==> config.mk <==
export PLATFORM = sky130hd
export DESIGN_NAME = load_store_unit
export DESIGN_NICKNAME = d
export VERILOG_FILES = /design/src/rtl/lsu_pkg.sv /design/src/rtl/lsu_align.sv /design/src/rtl/load_store_unit.sv
export SDC_FILE = /design/constraint.sdc
export NUM_CORES = 1
export LEC_CHECK = 0
export ABC_AREA = 1
export CAP_MARGIN = 5
export CORE_MARGIN = 4
export CORE_UTILIZATION = 29
export DETAILED_ROUTE_END_ITERATION = 8
export PLACE_DENSITY = 0.59
export SLEW_MARGIN = 20
export SYNTH_ARGS = -nofsm -noshare
export SYNTH_HDL_FRONTEND = slang
export SYNTH_SLANG_ARGS = --single-unit
export TNS_END_PERCENT = 20
==> constraint.sdc <==
create_clock -name clk -period 9.6 [get_ports clk]
set_input_delay 1.92 -clock clk [delete_from_list [all_inputs] [get_ports clk]]
set_output_delay 1.92 -clock clk [all_outputs]
set_load 0.01 [all_outputs]
==> src/rtl/lsu_pkg.sv <==
// Shared definitions for the load/store unit: funct3 codes, FSM encoding and lane helpers.
package lsu_pkg;

    localparam logic [2:0] F3_B  = 3'b000;
    localparam logic [2:0] F3_H  = 3'b001;
    localparam logic [2:0] F3_W  = 3'b010;
    localparam logic [2:0] F3_BU = 3'b100;
    localparam logic [2:0] F3_HU = 3'b101;

    typedef enum logic [1:0] {
        ST_IDLE = 2'd0,
        ST_RD   = 2'd1,
        ST_WR   = 2'd2,
        ST_RESP = 2'd3
    } lsu_state_e;

    function automatic logic [7:0] lane_byte(input logic [31:0] w, input logic [1:0] lane);
        logic [7:0] b;
        case (lane)
            2'd0:    b = w[7:0];
            2'd1:    b = w[15:8];
            2'd2:    b = w[23:16];
            default: b = w[31:24];
        endcase
        return b;
    endfunction

    function automatic logic [15:0] lane_half(input logic [31:0] w, input logic hi);
        return hi ? w[31:16] : w[15:0];
    endfunction

    // Stores have no unsigned forms; halves need even, words need 4-byte alignment.
    function automatic logic req_bad(input logic we, input logic [2:0] f3, input logic [1:0] lo);
        logic bad;
        case (f3)
            F3_B:    bad = 1'b0;
            F3_BU:   bad = we;
            F3_H:    bad = lo[0];
            F3_HU:   bad = we | lo[0];
            F3_W:    bad = (lo != 2'b00);
            default: bad = 1'b1;
        endcase
        return bad;
    endfunction

endpackage

==> src/rtl/lsu_align.sv <==
// Byte-lane datapath: load extraction with sign/zero extension and sub-word store merge.
module lsu_align
    import lsu_pkg::*;
(
    input  logic [2:0]  funct3_i,
    input  logic [1:0]  lane_i,
    input  logic [31:0] word_i,
    input  logic [31:0] store_data_i,
    output logic [31:0] load_data_o,
    output logic [31:0] store_word_o
);

    logic [7:0]  sel_byte;
    logic [15:0] sel_half;

    assign sel_byte = lane_byte(word_i, lane_i);
    assign sel_half = lane_half(word_i, lane_i[1]);

    always_comb begin
        load_data_o = word_i;
        case (funct3_i)
            F3_B:    load_data_o = {{24{sel_byte[7]}}, sel_byte};
            F3_BU:   load_data_o = {24'h0, sel_byte};
            F3_H:    load_data_o = {{16{sel_half[15]}}, sel_half};
            F3_HU:   load_data_o = {16'h0, sel_half};
            default: load_data_o = word_i;
        endcase
    end

    always_comb begin
        store_word_o = word_i;
        case (funct3_i)
            F3_B: begin
                case (lane_i)
                    2'd0:    store_word_o[7:0]   = store_data_i[7:0];
                    2'd1:    store_word_o[15:8]  = store_data_i[7:0];
                    2'd2:    store_word_o[23:16] = store_data_i[7:0];
                    default: store_word_o[31:24] = store_data_i[7:0];
                endcase
            end
            F3_H: begin
                if (lane_i[1]) store_word_o[31:16] = store_data_i[15:0];
                else           store_word_o[15:0]  = store_data_i[15:0];
            end
            default: store_word_o = store_data_i;
        endcase
    end

endmodule

==> src/rtl/load_store_unit.sv <==
// RV32I load/store initiator for a word-only data memory; sub-word stores use read-modify-write.
//  state | meaning
//  IDLE  | ready for a request
//  RD    | memory read of the addressed word
//  WR    | single-cycle memory write
//  RESP  | one-cycle response pulse
module load_store_unit
    import lsu_pkg::*;
#(
    parameter int ADDR_W = 9,
    parameter int DATA_W = 32
) (
    input  logic              clk,
    input  logic              rst,
    input  logic              req_valid,
    output logic              req_ready,
    input  logic              req_we,
    input  logic [2:0]        req_funct3,
    input  logic [ADDR_W-1:0] req_addr,
    input  logic [DATA_W-1:0] req_wdata,
    output logic              resp_valid,
    output logic [DATA_W-1:0] resp_rdata,
    output logic              resp_err,
    output logic              MemRead,
    output logic              MemWrite,
    output logic [ADDR_W-1:0] addr,
    output logic [DATA_W-1:0] write_data,
    input  logic [DATA_W-1:0] read_data
);

    lsu_state_e        state_q, state_d;
    logic              we_q, we_d;
    logic [2:0]        f3_q, f3_d;
    logic [1:0]        lane_q, lane_d;
    logic [DATA_W-1:0] wdata_q, wdata_d;
    logic              mem_read_q, mem_read_d;
    logic              mem_write_q, mem_write_d;
    logic              resp_valid_q, resp_valid_d;
    logic              resp_err_q, resp_err_d;
    logic [ADDR_W-1:0] addr_q, addr_d;
    logic [DATA_W-1:0] wr_word_q, wr_word_d;
    logic [DATA_W-1:0] rdata_q, rdata_d;
    logic [31:0]       load_word, merged_word;

    lsu_align u_align (
        .funct3_i     (f3_q),
        .lane_i       (lane_q),
        .word_i       (read_data),
        .store_data_i (wdata_q),
        .load_data_o  (load_word),
        .store_word_o (merged_word)
    );

    assign req_ready  = (state_q == ST_IDLE) && !rst;
    assign resp_valid = resp_valid_q;
    assign resp_err   = resp_err_q;
    assign resp_rdata = rdata_q;
    // Memory-side outputs come straight from flops so they never glitch within a cycle.
    assign MemRead    = mem_read_q;
    assign MemWrite   = mem_write_q;
    assign addr       = addr_q;
    assign write_data = wr_word_q;

    always_comb begin
        state_d      = state_q;
        we_d         = we_q;
        f3_d         = f3_q;
        lane_d       = lane_q;
        wdata_d      = wdata_q;
        addr_d       = addr_q;
        wr_word_d    = wr_word_q;
        rdata_d      = rdata_q;
        mem_read_d   = 1'b0;
        mem_write_d  = 1'b0;
        resp_valid_d = 1'b0;
        resp_err_d   = 1'b0;
        case (state_q)
            ST_IDLE: begin
                if (req_valid && req_ready) begin
                    we_d    = req_we;
                    f3_d    = req_funct3;
                    lane_d  = req_addr[1:0];
                    wdata_d = req_wdata;
                    if (req_bad(req_we, req_funct3, req_addr[1:0])) begin
                        state_d      = ST_RESP;
                        resp_valid_d = 1'b1;
                        resp_err_d   = 1'b1;
                    end else begin
                        addr_d = {req_addr[ADDR_W-1:2], 2'b00};
                        if (req_we && req_funct3 == F3_W) begin
                            state_d     = ST_WR;
                            mem_write_d = 1'b1;
                            wr_word_d   = req_wdata;
                        end else begin
                            state_d    = ST_RD;
                            mem_read_d = 1'b1;
                        end
                    end
                end
            end
            ST_RD: begin
                if (we_q) begin
                    state_d     = ST_WR;
                    mem_write_d = 1'b1;
                    wr_word_d   = merged_word;
                end else begin
                    state_d      = ST_RESP;
                    resp_valid_d = 1'b1;
                    rdata_d      = load_word;
                end
            end
            ST_WR: begin
                state_d      = ST_RESP;
                resp_valid_d = 1'b1;
            end
            default: state_d = ST_IDLE;
        endcase
    end

    always_ff @(posedge clk or posedge rst) begin
        if (rst) begin
            state_q      <= ST_IDLE;
            we_q         <= 1'b0;
            f3_q         <= 3'b000;
            lane_q       <= 2'b00;
            wdata_q      <= '0;
            addr_q       <= '0;
            wr_word_q    <= '0;
            rdata_q      <= '0;
            mem_read_q   <= 1'b0;
            mem_write_q  <= 1'b0;
            resp_valid_q <= 1'b0;
            resp_err_q   <= 1'b0;
        end else begin
            state_q      <= state_d;
            we_q         <= we_d;
            f3_q         <= f3_d;
            lane_q       <= lane_d;
            wdata_q      <= wdata_d;
            addr_q       <= addr_d;
            wr_word_q    <= wr_word_d;
            rdata_q      <= rdata_d;
            mem_read_q   <= mem_read_d;
            mem_write_q  <= mem_write_d;
            resp_valid_q <= resp_valid_d;
            resp_err_q   <= resp_err_d;
        end
    end

endmodule

# Yosys cells after proc, flatten, opt, wreduce, memory -nomap -nowiden
# Index checks and enable logic that the tools add are counted.
# totals
out_inout_bits	78
in_bits	80
word_cells	82
reg_bits	115
# classes
bitwise	3
n_mux	37
reduce_logical	15
n_eq_ne	15
# ops
operator	n
$mux W32	4
$pmux W32 S2	2
$pmux W32 S4	1
$mux W16	3
$mux W8	4
$pmux W8 S3	1
$mux W1	15
$eq A3 B3 Y1 const B	4
$eq A3 B1 Y1 const B	2
$logic_not A3 Y1	2
$mux W2	3
$pmux W2 S3	1
$pmux W1 S5	1
$reduce_and A5 Y1	1
$eq A2 B1 Y1 const B	2
$eq A2 B2 Y1 const B	2
$logic_not A2 Y1	2
$ne A2 B1 Y1 const B	2
$ne A2 B2 Y1 const B	2
$reduce_and A2 Y1	2
$reduce_bool A2 Y1	2
$eq A3 B2 Y1 const B	1
$logic_and A1 B1 Y1	3
$pmux W1 S3	1
6 further kinds	7

# Longest topological paths before layout
# Gate-level depths: netlist (run 1).
# logic_depth
depth_word	8
depth_mapped	11
mapped_depth_nobuf	10

# Hierarchy
# Synthesis (run 1) repeated with hierarchy kept, for this count alone.
# hier_totals
hier_cells	1053
hier_area_um2	7179.4
# by_module_without_submodules
mod	area_each_um2	cells_per_inst	seq_area_each_um2	n_inst
load_store_unit	4903.5	588	2877.8	1
lsu_align	2275.9	465	0.0	1

# Worst setup path after synthesis (run 1)
# OpenSTA, ideal clock, no wires.
# synth_path
path_type	input to register
start	input port rst
end	register wr_word_q[1] (netlist: write_data[1])
path_slack_ns	3.939
required_time_ns	9.474
n_path_buf	1
path_stages	9
t_arrival_ns	5.535
cell_sequence	inv_1 > nand3_2 > nand2_1 > inv_2 > nor2_8 > nand2_4 > buf_2 > nand2_1 > o21ai_0
# synth_between
elab_chain_cells	5
# synth_rtl
item	line_no	text
start: declaration	load_store_unit.sv:14	input logic rst,
$logic_not A1 Y1 (no source line)	n/a	
$logic_and A1 B1 Y1	load_store_unit.sv:54	assign req_ready = (state_q == ST_IDLE) && !rst;
$logic_and A1 B1 Y1	load_store_unit.sv:79	if (req_valid && req_ready) begin
$ne A2 B1 Y1 (no source line)	n/a	
$reduce_and A5 Y1 (no source line)	n/a	
end signal: assignment	load_store_unit.sv:141	wr_word_q <= wr_word_d;
end: declaration	load_store_unit.sv:41	logic [DATA_W-1:0] wr_word_q, wr_word_d;
# No other way between the ends.
# A chain may end at the register's enable or synchronous reset.

# Final worst setup path (run 1)
# layout_path
start	input port rst
end	output port req_ready
# layout_between
elab_chain_cells	2
# layout_rtl
item	line_no	text
$logic_not A1 Y1 (no source line)	n/a	
$logic_and A1 B1 Y1	load_store_unit.sv:54	
end: declaration	load_store_unit.sv:16	output logic req_ready,
# No other way between the ends.

==> results of run 1 <==
-- logic make-up after synthesis --
family / count (synthesis)
AOI/OAI and AO/OA: 140
other: 1
DFF: 115
and+or+nand+nor: 619
buffers and inverters: 188
adders and majority gates: 4
-- cells in the final DEF (no fill, tap or decap), drive strengths merged, types with 7 or more instances in the layout --
master | Yosys | routed
clkbuf | 20 | 21
o22ai | 7 | 7
dfrtp | 115 | 115
o21ai | 89 | 89
nor2 | 60 | 60
nand3 | 147 | 147
clkdlybuf4s50 | 0 | 155
nand2 | 410 | 410
a21oi | 37 | 37
inv | 127 | 127
clkinv | 3 | 7
-- layer usage --
metal / part of all wire / track usage / vias to the layer above / routed length [um]
met1: 0.45 / 0.245 / 3270 / 10900
met3: 0.060 / 0.0412 / 38 / 1460
met5: 0 / 0 / - / 0
li1: - / - / 3604 / -
met4: 0.026 / 0.0635 / 0 / 638
met2: 0.46 / 0.284 / 240 / 11200
-- final cells by class --
type,count,area (um2)
sequential,115,2880
clock buffer,21,470
inverter,130,495
fill,2597,14800
tap,324,405
clock inverter,11,129
multi-input combinational,765,3440
timing repair buffer,161,1600
-- synthesized netlist by cell type, types with 4 or more instances --
master / instances
a22oi_1: 6
ha_1: 4
clkbuf_1: 20
inv_1: 121
buf_6: 5
buf_4: 8
nand3_1: 143
o21ai_1: 23
inv_2: 5
o22ai_1: 7
nand2_1: 401
o21ai_0: 64
nand2_2: 6
nor2_1: 55
a21oi_1: 37
dfrtp_1: 115
buf_2: 21
buf_1: 4
-- critical path, cell delays in order --
cell and delay [ns]:
clkdlybuf4s50_1 0.48, nor2_1 0.13, clkdlybuf4s50_1 0.54
-- flip-flops by register name, summed over array words and instances, names as in the netlist --
name	cells
MemRead	1
MemWrite	1
addr	7
f3_q	3
lane_q	2
resp_err	1
resp_rdata	32
resp_valid	1
state_q	2
wdata_q	32
we_q	1
write_data	32
-- path summary, 6_finish.rpt --
check,from,end,depth (start not counted)
setup / recovery,rst,req_ready,3
hold / removal,addr[6]$_DFFE_PP0P_,addr[6]$_DFFE_PP0P_,2
setup reg to reg,state_q[1]$_DFFE_PP0P_,write_data[28]$_DFFE_PP0P_,9
hold reg to reg,addr[6]$_DFFE_PP0P_,addr[6]$_DFFE_PP0P_,2
max in group asynchronous,rst,write_data[9]$_DFFE_PP0P_,3
min in group asynchronous,rst,state_q[1]$_DFFE_PP0P_,2
-- through the flow --
stage | area (um2) | power (uW) | std cells
4_1_cts | 9420 | 3270 | 1527
5_1_grt | 9420 | 3520 | 1527
3_3_place_gp | 8820 | 2600 | 1495
2_1_floorplan | 7120 | 2000 | 1068
6_report | 9420 | 3250 | 1527
3_5_place_dp | 8820 | 2620 | 1495
-- power groups by stage --
stage / sequential (uW) / clock (uW) / combinational, uW
2_1_floorplan: 912 / 0 / 1090
3_3_place_gp: 884 / 0 / 1720
3_5_place_dp: 880 / 0 / 1740
4_1_cts: 879 / 650 / 1740
5_1_grt: 909 / 671 / 1940
6_report: 879 / 639 / 1730
==> run_results.csv, run 1 <==
group,metric,value,unit
outcome,status,"complete, no violations",
clock_network,h-tree-depth,4,
clock_network,cts_tree,"yes",
floorplanning,io_pins,158,
clock_network,ctsResizeCount,0,
global_route,track_usage,0.181,
clock_network,cts_root_buf,"clkbuf_16",
global_route,antenna_found_initial,0,
global_route,grt_first_pass_wirelength,38200,um
pwr,leakage,0.00473,uW
yosys,ys_seq_elements,115,
critical_path,cp_max_fo,3,
yosys,synth_top_area_share,0.404,
layout,syn_to_final_growth,32.3,%
yosys,yosysTopAreaCell,"dfrtp_1",
clock_network,cts_setup_buffers,0,
yosys,synth_top_family_by_area,"simple AND/OR/NAND/NOR gates",
yosys,syn_area,7120,um2
detailed_routing,drc,0,
pwr,p_int,1790,uW
critical_path,cp-start-kind,"input port",
sta,rsz0062_at_grt,"false",
pwr,powerDensity,345,nW/um2
layout,drive_gt1_frac,0.0557,
yosys,synth_edf_count,0,
clock_network,cts_buffers,17,
detailed_routing,wl_per_cell,15.8,um
pwr,peakVddDrop,0.148,mV
layout,final_util,0.388,
placement,dp_hpwl,17600,um
floorplanning,initial_core_util,0.294,
global_route,grt_overflow,0,
sta,fmax,201,MHz
sta,worst_pin_slew,0.892,ns
detailed_routing,drt_iter0_drc,552,
sta,slew_violations,0,
critical_path,rrSetupSlack,6.14,ns
critical_path,cp.arrival,3.07,ns
clock_network,postCtsHoldBufs,0,
floorplanning,die_w,165,um
detailed_routing,vias_per_cell,4.68,
critical_path,cp_data_required_time,7.68,ns
floorplanning,die_y,165,um
yosys,synth-simple-area-share,0.372,
detailed_routing,antenna_left,0,
sta,fin_tns_setup,0,ns
layout,fin_nets,1274,
pwr,power.switching,1460,uW
yosys,synth_seq_area_share,0.404,
global_route,grt_pass1_vias,6819,
sta,skew,0.00619,ns
critical_path,path_class,"input port to primary output",
sta,hold_violations,0,
pwr,p_comb_frac,0.533,
clock_network,cts_sinks,115,
detailed_routing,first_pass_iters,5,
detailed_routing,wirelength,24200,um
placement,post-place-ws,4.62,ns
hold_path,hold_path.class,"flop to flop",
global_route,grt_max_degree,72,
layout,diodes,0,
detailed_routing,via_count,7152,
critical_path,worstSetupEndpointType,"primary output",
job,maxCapViolations,0,
pwr,p_seq_frac,0.271,
sta,layout_min_cycle_time,4.99,ns
floorplanning,rows,57,
yosys,syn_avg_cell_area,6.67,um2
clock_network,clkTransAtPathRegs,0.06,ns
sta,holdWs,0.472,ns
clock_network,insertion_delay,0.42,ns
sta,max_slew_margin,0.403,
yosys,synth_cell_types,32,
sta,finalSetupViolations,0,
floorplanning,coreArea,24200,um2
pwr,p_clk_frac,0.197,
sta,finalCritPeriodShare,0.519,
placement,gp_congestion,0.889,
yosys,synthesis.instances,1067,
yosys,synth_mux_area_frac,0,
yosys,synth_adder_area_share,0.00703,
pwr,switching_share,0.450,
floorplanning,die-area,27100,um2
yosys,synth_warnings,0,
yosys,async_flop_share,1.00,
placement,port_buffers,155,
clock_network,clock_path_buffers,2,
yosys,ys_top_cells_by_area,"dfrtp_1, nand2_1, nand3_1",
sta,setup_slack,4.61,ns
yosys,synth_ff_type,"dfrtp_1",
yosys,post_synth_xor_area_fraction,0,
yosys,synth_compound_area_frac,0.103,
Note: power is estimated with default switching activity, not from simulation.
==> inputs of run 2 (changes only) <==
==> constraint.sdc (replaced) <==
create_clock -name clk -period 5.1 [get_ports clk]
set_input_delay 1.02 -clock clk [delete_from_list [all_inputs] [get_ports clk]]
set_output_delay 1.02 -clock clk [all_outputs]
set_load 0.01 [all_outputs]
==> run 2 against run 1 <==
Effect of this change:
- global-route usage rose by 0.88 points
- final cell count up 0.13%
- routed wire length increased by 5.1%
- sequential power up 93%
- via count is 2.0% higher
==> run_results.csv, run 2 (synthesis results as in run 1) <==
group,metric,value,unit
floorplanning,initial_core_util,0.294,
sta,rsz0062_at_grt,"false",
pwr,leakage,0.00476,uW
floorplanning,coreArea,24200,um2
hold_path,hold_start,"addr[7]$_DFFE_PP0P_",
sta,layout_min_cycle_time,3.20,ns
global_route,track_usage,0.190,
sta,slew_violations,0,
critical_path,reg2reg_depth,10,
pwr,powerDensity,661,nW/um2
detailed_routing,wl_per_cell,16.6,um
sta,fmax,312,MHz
detailed_routing,wirelength,25400,um
clock_network,cts_buffers,17,
layout,final_cell_mix,"nand2_1, clkdlybuf4s50_1, nand3_1, inv_1, dfrtp_1",
detailed_routing,vias_per_cell,4.77,
sta,max_slew_margin,0.417,
layout,final_cell_area,9460,um2
detailed_routing,via_count,7293,
global_route,grt_pass1_vias,6968,
clock_network,ctsResizeCount,0,
clock_network,cts_tree,"yes",
critical_path,cp-start-kind,"input port",
layout,syn_to_final_growth,32.9,%
clock_network,postCtsHoldBufs,0,
critical_path,rrSetupSlack,2.18,ns
clock_network,clkTransAtPathRegs,0.06,ns
sta,finalSetupViolations,0,
floorplanning,die-area,27100,um2
global_route,grt_first_pass_wirelength,39800,um
layout,layout_commonest_cell,"nand2_1",
clock_network,cts_setup_buffers,0,
floorplanning,die_y,165,um
floorplanning,die_w,165,um
placement,post-place-ws,1.85,ns
sta,worst_pin_slew,0.874,ns
floorplanning,io_pins,158,
clock_network,insertion_delay,0.43,ns
layout,n_fill_cell,2553,
detailed_routing,drc,0,
global_route,grt_overflow,0,
global_route,antenna_found_initial,0,
placement,dp.cells,1497,
clock_network,cts_root_buf,"clkbuf_16",
floorplanning,rows,57,
layout,drive_gt1_frac,0.0573,
placement,postPlaceCellArea,8830,um2
layout,diodes,0,
critical_path,cp_data_required_time,4.08,ns
detailed_routing,drt_iter0_drc,588,
sta,setup_slack,1.90,ns
sta,skew,0.00915,ns
hold_path,min_to,"addr[7]$_DFFE_PP0P_",
layout,fin_nets,1276,
global_route,grt_max_degree,63,
outcome,status,"complete, no violations",
hold_path,hold_path.class,"flop to flop",
critical_path,r2r_start,"state_q[1]$_DFFE_PP0P_",
critical_path,cp_max_fo,3,
detailed_routing,first_pass_iters,5,
placement,dp_hpwl,18200,um
placement,port_buffers,155,
placement,gp_congestion,0.863,
critical_path,worstSetupEndpointType,"primary output",
clock_network,h-tree-depth,4,
sta,hold_violations,0,
critical_path,cp.arrival,2.18,ns
critical_path,worstReg2RegEnd,"write_data[28]$_DFFE_PP0P_",
sta,finalCritPeriodShare,0.628,
hold_path,hold_depth,2,
clock_network,clock_path_buffers,2,
clock_network,cts_sinks,115,
layout,final_cells,1529,
detailed_routing,antenna_left,0,
pwr,peakVddDrop,0.233,mV
job,maxCapViolations,0,
critical_path,path_class,"input port to primary output",
sta,fin_tns_setup,0,ns
run 2: changes by cell type in the layout (fill, tap and decap cells not counted), sizes merged:
cell,previous run,this run
clkinv,7,8
clkinvlp,5,2
buf,6,8
inv,127,130
clkbuf,21,18
bufinv,2,4
run 2: layer usage:
| metal | wire length, um | GRT usage |
|---|---|---|
| met3 | 1620 | 0.0374 |
| met5 | 0 | 0 |
| met1 | 11400 | 0.260 |
| met4 | 647 | 0.0658 |
| met2 | 11800 | 0.298 |
run 2: layout make-up:
type                            count  area, um2  share of cell area
Clock inverter                     14        201              0.0213
Clock buffer                       18        429              0.0453
Multi-Input combinational cell    765       3440               0.364
Tap cell                          324        405              0.0428
Sequential cell                   115       2880               0.304
Timing Repair Buffer              163       1610               0.170
Inverter                          130        495              0.0524
run 2: worst max path at each step:
stage | startpoint | end | slack (ns) | depth (start not counted)
finish | rst | req_ready | 1.90 | 3
global route | rst | req_ready | 1.85 | 3
CTS | rst | req_ready | 1.90 | 3
detailed placement | rst | write_data[29]$_DFFE_PP0P_ | 1.85 | 10
global placement | rst | write_data[29]$_DFFE_PP0P_ | 1.91 | 10
floorplan | rst | write_data[1]$_DFFE_PP0P_ | 0.34 | 9
run 2: stage by stage:
| stage | hold slack [ns] | utilization | total power, uW |
|---|---|---|---|
| global route | 0.492 | 0.390 | 6760 |
| global placement | 0.453 | 0.364 | 4910 |
| CTS | 0.475 | 0.390 | 6280 |
| finish | 0.473 | 0.390 | 6260 |
| floorplan | 0.453 | - | 3760 |
| detailed placement | 0.460 | 0.364 | 4950 |
run 2: power by group:
part / internal, uW / switching, uW
Clock: 823 / 476
Combinational: 1260 / 2000
Sequential: 1350 / 346
run 2: worst max-delay path: stages:
cell and delay [ns]:
clkdlybuf4s50_1 0.49, nor2_1 0.13, clkdlybuf4s50_1 0.54
==> inputs of run 3 (changes only) <==
==> constraint.sdc (replaced) <==
create_clock -name clk -period 3.1 [get_ports clk]
set_input_delay 0.62 -clock clk [delete_from_list [all_inputs] [get_ports clk]]
set_output_delay 0.62 -clock clk [all_outputs]
set_load 0.01 [all_outputs]
==> run 3 against run 2 <==
Effect of this change:
- setup slack worse by 1.4 ns
- critical path type is now flop to primary output
- core utilization rose by 0.31 points
- non-clock buffer count grew 7
- via count down 0.47%
- count of clock-buffer cells in the layout increased by 4
- sequential share of layout area is 0.24 points lower
- critical endpoint unchanged
==> run_results.csv, run 3 (synthesis results as in run 1) <==
group,metric,value,unit
critical_path,cp-start-kind,"flop",
hold_path,min_to,"write_data[29]$_DFFE_PP0P_",
global_route,use_met1,0.261,
clock_network,ctsResizeCount,0,
sta,worst_pin_slew,0.750,ns
global_route,met3_usage,0.0409,
placement,gp_congestion,0.888,
critical_path,cp_data_required_time,2.48,ns
sta,slew_violations,0,
clock_network,cts_setup_buffers,0,
detailed_routing,vias_per_cell,4.73,
sta,hold_violations,0,
global_route,busiest_layer,"met2",
floorplanning,initial_core_util,0.294,
layout,fin_nets,1283,
hold_path,hold_start,"write_data[29]$_DFFE_PP0P_",
layout,final_cell_mix,"nand2_1, clkdlybuf4s50_1, nand3_1, inv_1, dfrtp_1",
clock_network,cts_root_buf,"clkbuf_16",
floorplanning,coreArea,24200,um2
layout,final_cell_area,9540,um2
detailed_routing,antenna_left,0,
layout,diodes,0,
global_route,grt_overflow,0,
sta,skew,0.0111,ns
layout,drive_gt1_frac,0.0685,
hold_path,hold_depth,2,
detailed_routing,drt_iter0_drc,581,
critical_path,worstReg2RegEnd,"write_data[27]$_DFFE_PP0P_",
detailed_routing,first_pass_iters,7,
sta,finalCritPeriodShare,0.839,
hold_path,hold_path.class,"flop to flop",
detailed_routing,wl_per_cell,16.2,um
clock_network,h-tree-depth,4,
clock_network,cts_tree,"yes",
clock_network,cts_sinks,115,
layout,layout_commonest_cell,"nand2_1",
pwr,peakVddDrop,0.474,mV
sta,finalSetupViolations,0,
sta,fmax,384,MHz
layout,final_util,0.393,
critical_path,cp_max_fo,5,
clock_network,clock_path_buffers,2,
global_route,track_usage,0.188,
global_route,use_met2,0.298,
critical_path,path_class,"flop to primary output",
detailed_routing,drc,0,
critical_path,cp.arrival,1.98,ns
sta,layout_min_cycle_time,2.60,ns
critical_path,r2r_start,"state_q[1]$_DFFE_PP0P_",
floorplanning,rows,57,
pwr,leakage,0.00478,uW
floorplanning,die_w,165,um
detailed_routing,wirelength,24800,um
clock_network,cts_buffers,17,
clock_network,clkTransAtPathRegs,0.05,ns
sta,max_slew_margin,0.500,
clock_network,insertion_delay,0.43,ns
global_route,grt_first_pass_wirelength,39800,um
floorplanning,io_pins,158,
global_route,antenna_found_initial,0,
floorplanning,die_y,165,um
global_route,grt_max_degree,116,
layout,final_cells,1536,
placement,dp_hpwl,18100,um
sta,rsz0062_at_grt,"false",
detailed_routing,via_count,7259,
layout,syn_to_final_growth,34.0,%
placement,port_buffers,155,
critical_path,rrSetupSlack,0.83,ns
job,maxCapViolations,0,
critical_path,worstSetupEndpointType,"primary output",
global_route,grt_pass1_vias,6987,
clock_network,postCtsHoldBufs,0,
pwr,powerDensity,1070,nW/um2
critical_path,reg2reg_depth,10,
placement,postPlaceCellArea,8950,um2
outcome,status,"complete, no violations",
sta,holdWs,0.478,ns
placement,dp.cells,1504,
floorplanning,die-area,27100,um2
==> run 3: changes by cell type in the layout (fill, tap and decap cells not counted), sizes merged <==
| cell | before | now |
|---|---|---|
| buf | 8 | 15 |
| bufinv | 4 | 3 |
| inv | 130 | 126 |
| clkbuf | 18 | 22 |
| clkinvlp | 2 | 4 |
| clkinv | 8 | 7 |
==> run 3: cell type report <==
| type | count | area, um2 |
|---|---|---|
| flip-flops and latches | 115 | 2880 |
| inverters | 130 | 500 |
| repair buffers | 170 | 1680 |
| fillers | 2531 | 14700 |
| well taps | 324 | 405 |
| clock buffers | 22 | 454 |
| clock inverters | 10 | 133 |
| multi-input cells | 765 | 3490 |
==> run 3: how the worst max path moves through the flow <==
stage,from,to,slack [ns],cells after the start
after floorplan,rst,lane_q[1]$_DFFE_PP0P_,-0.35,6
after global placement,req_valid,write_data[30]$_DFFE_PP0P_,0.46,9
after detailed placement,req_valid,write_data[28]$_DFFE_PP0P_,0.43,9
after CTS,state_q[0]$_DFFE_PP0P_,req_ready,0.47,5
after global routing,state_q[0]$_DFFE_PP0P_,req_ready,0.37,5
final,state_q[0]$_DFFE_PP0P_,req_ready,0.50,5
==> run 3: where the power goes <==
part	internal (uW)	leakage, uW	total, uW	switching (uW)
logic	2120	0.00309	5470	3350
registers	2230	0.00142	2750	526
clock network	1280	0.000280	2000	719
total	5630	0.00478	10200	4590
==> run 3: routing by layer <==
layer | vias up | part of all wire
li1 | 3612 | -
met1 | 3364 | 0.46
met2 | 260 | 0.46
met3 | 23 | 0.063
met4 | 0 | 0.013
met5 | - | 0
==> run 3: critical path: stages (launching register included) <==
cell and delay (ns):
dfrtp_1 0.40, inv_1 0.12, ha_1 0.29, inv_1 0.07
nor2_1 0.12, clkdlybuf4s50_1 0.56
==> run 3: per-stage QoR <==
| step | total power (uW) | setup TNS [ns] | worst slack [ns] |
|---|---|---|---|
| 6_report | 10200 | 0 | 0.499 |
| 5_1_grt | 11100 | 0 | 0.373 |
| 4_1_cts | 10200 | 0 | 0.471 |
| 3_5_place_dp | 8200 | 0 | 0.428 |
| 3_3_place_gp | 8160 | 0 | 0.461 |
| 2_1_floorplan | 6230 | -18.05 | -0.353 |
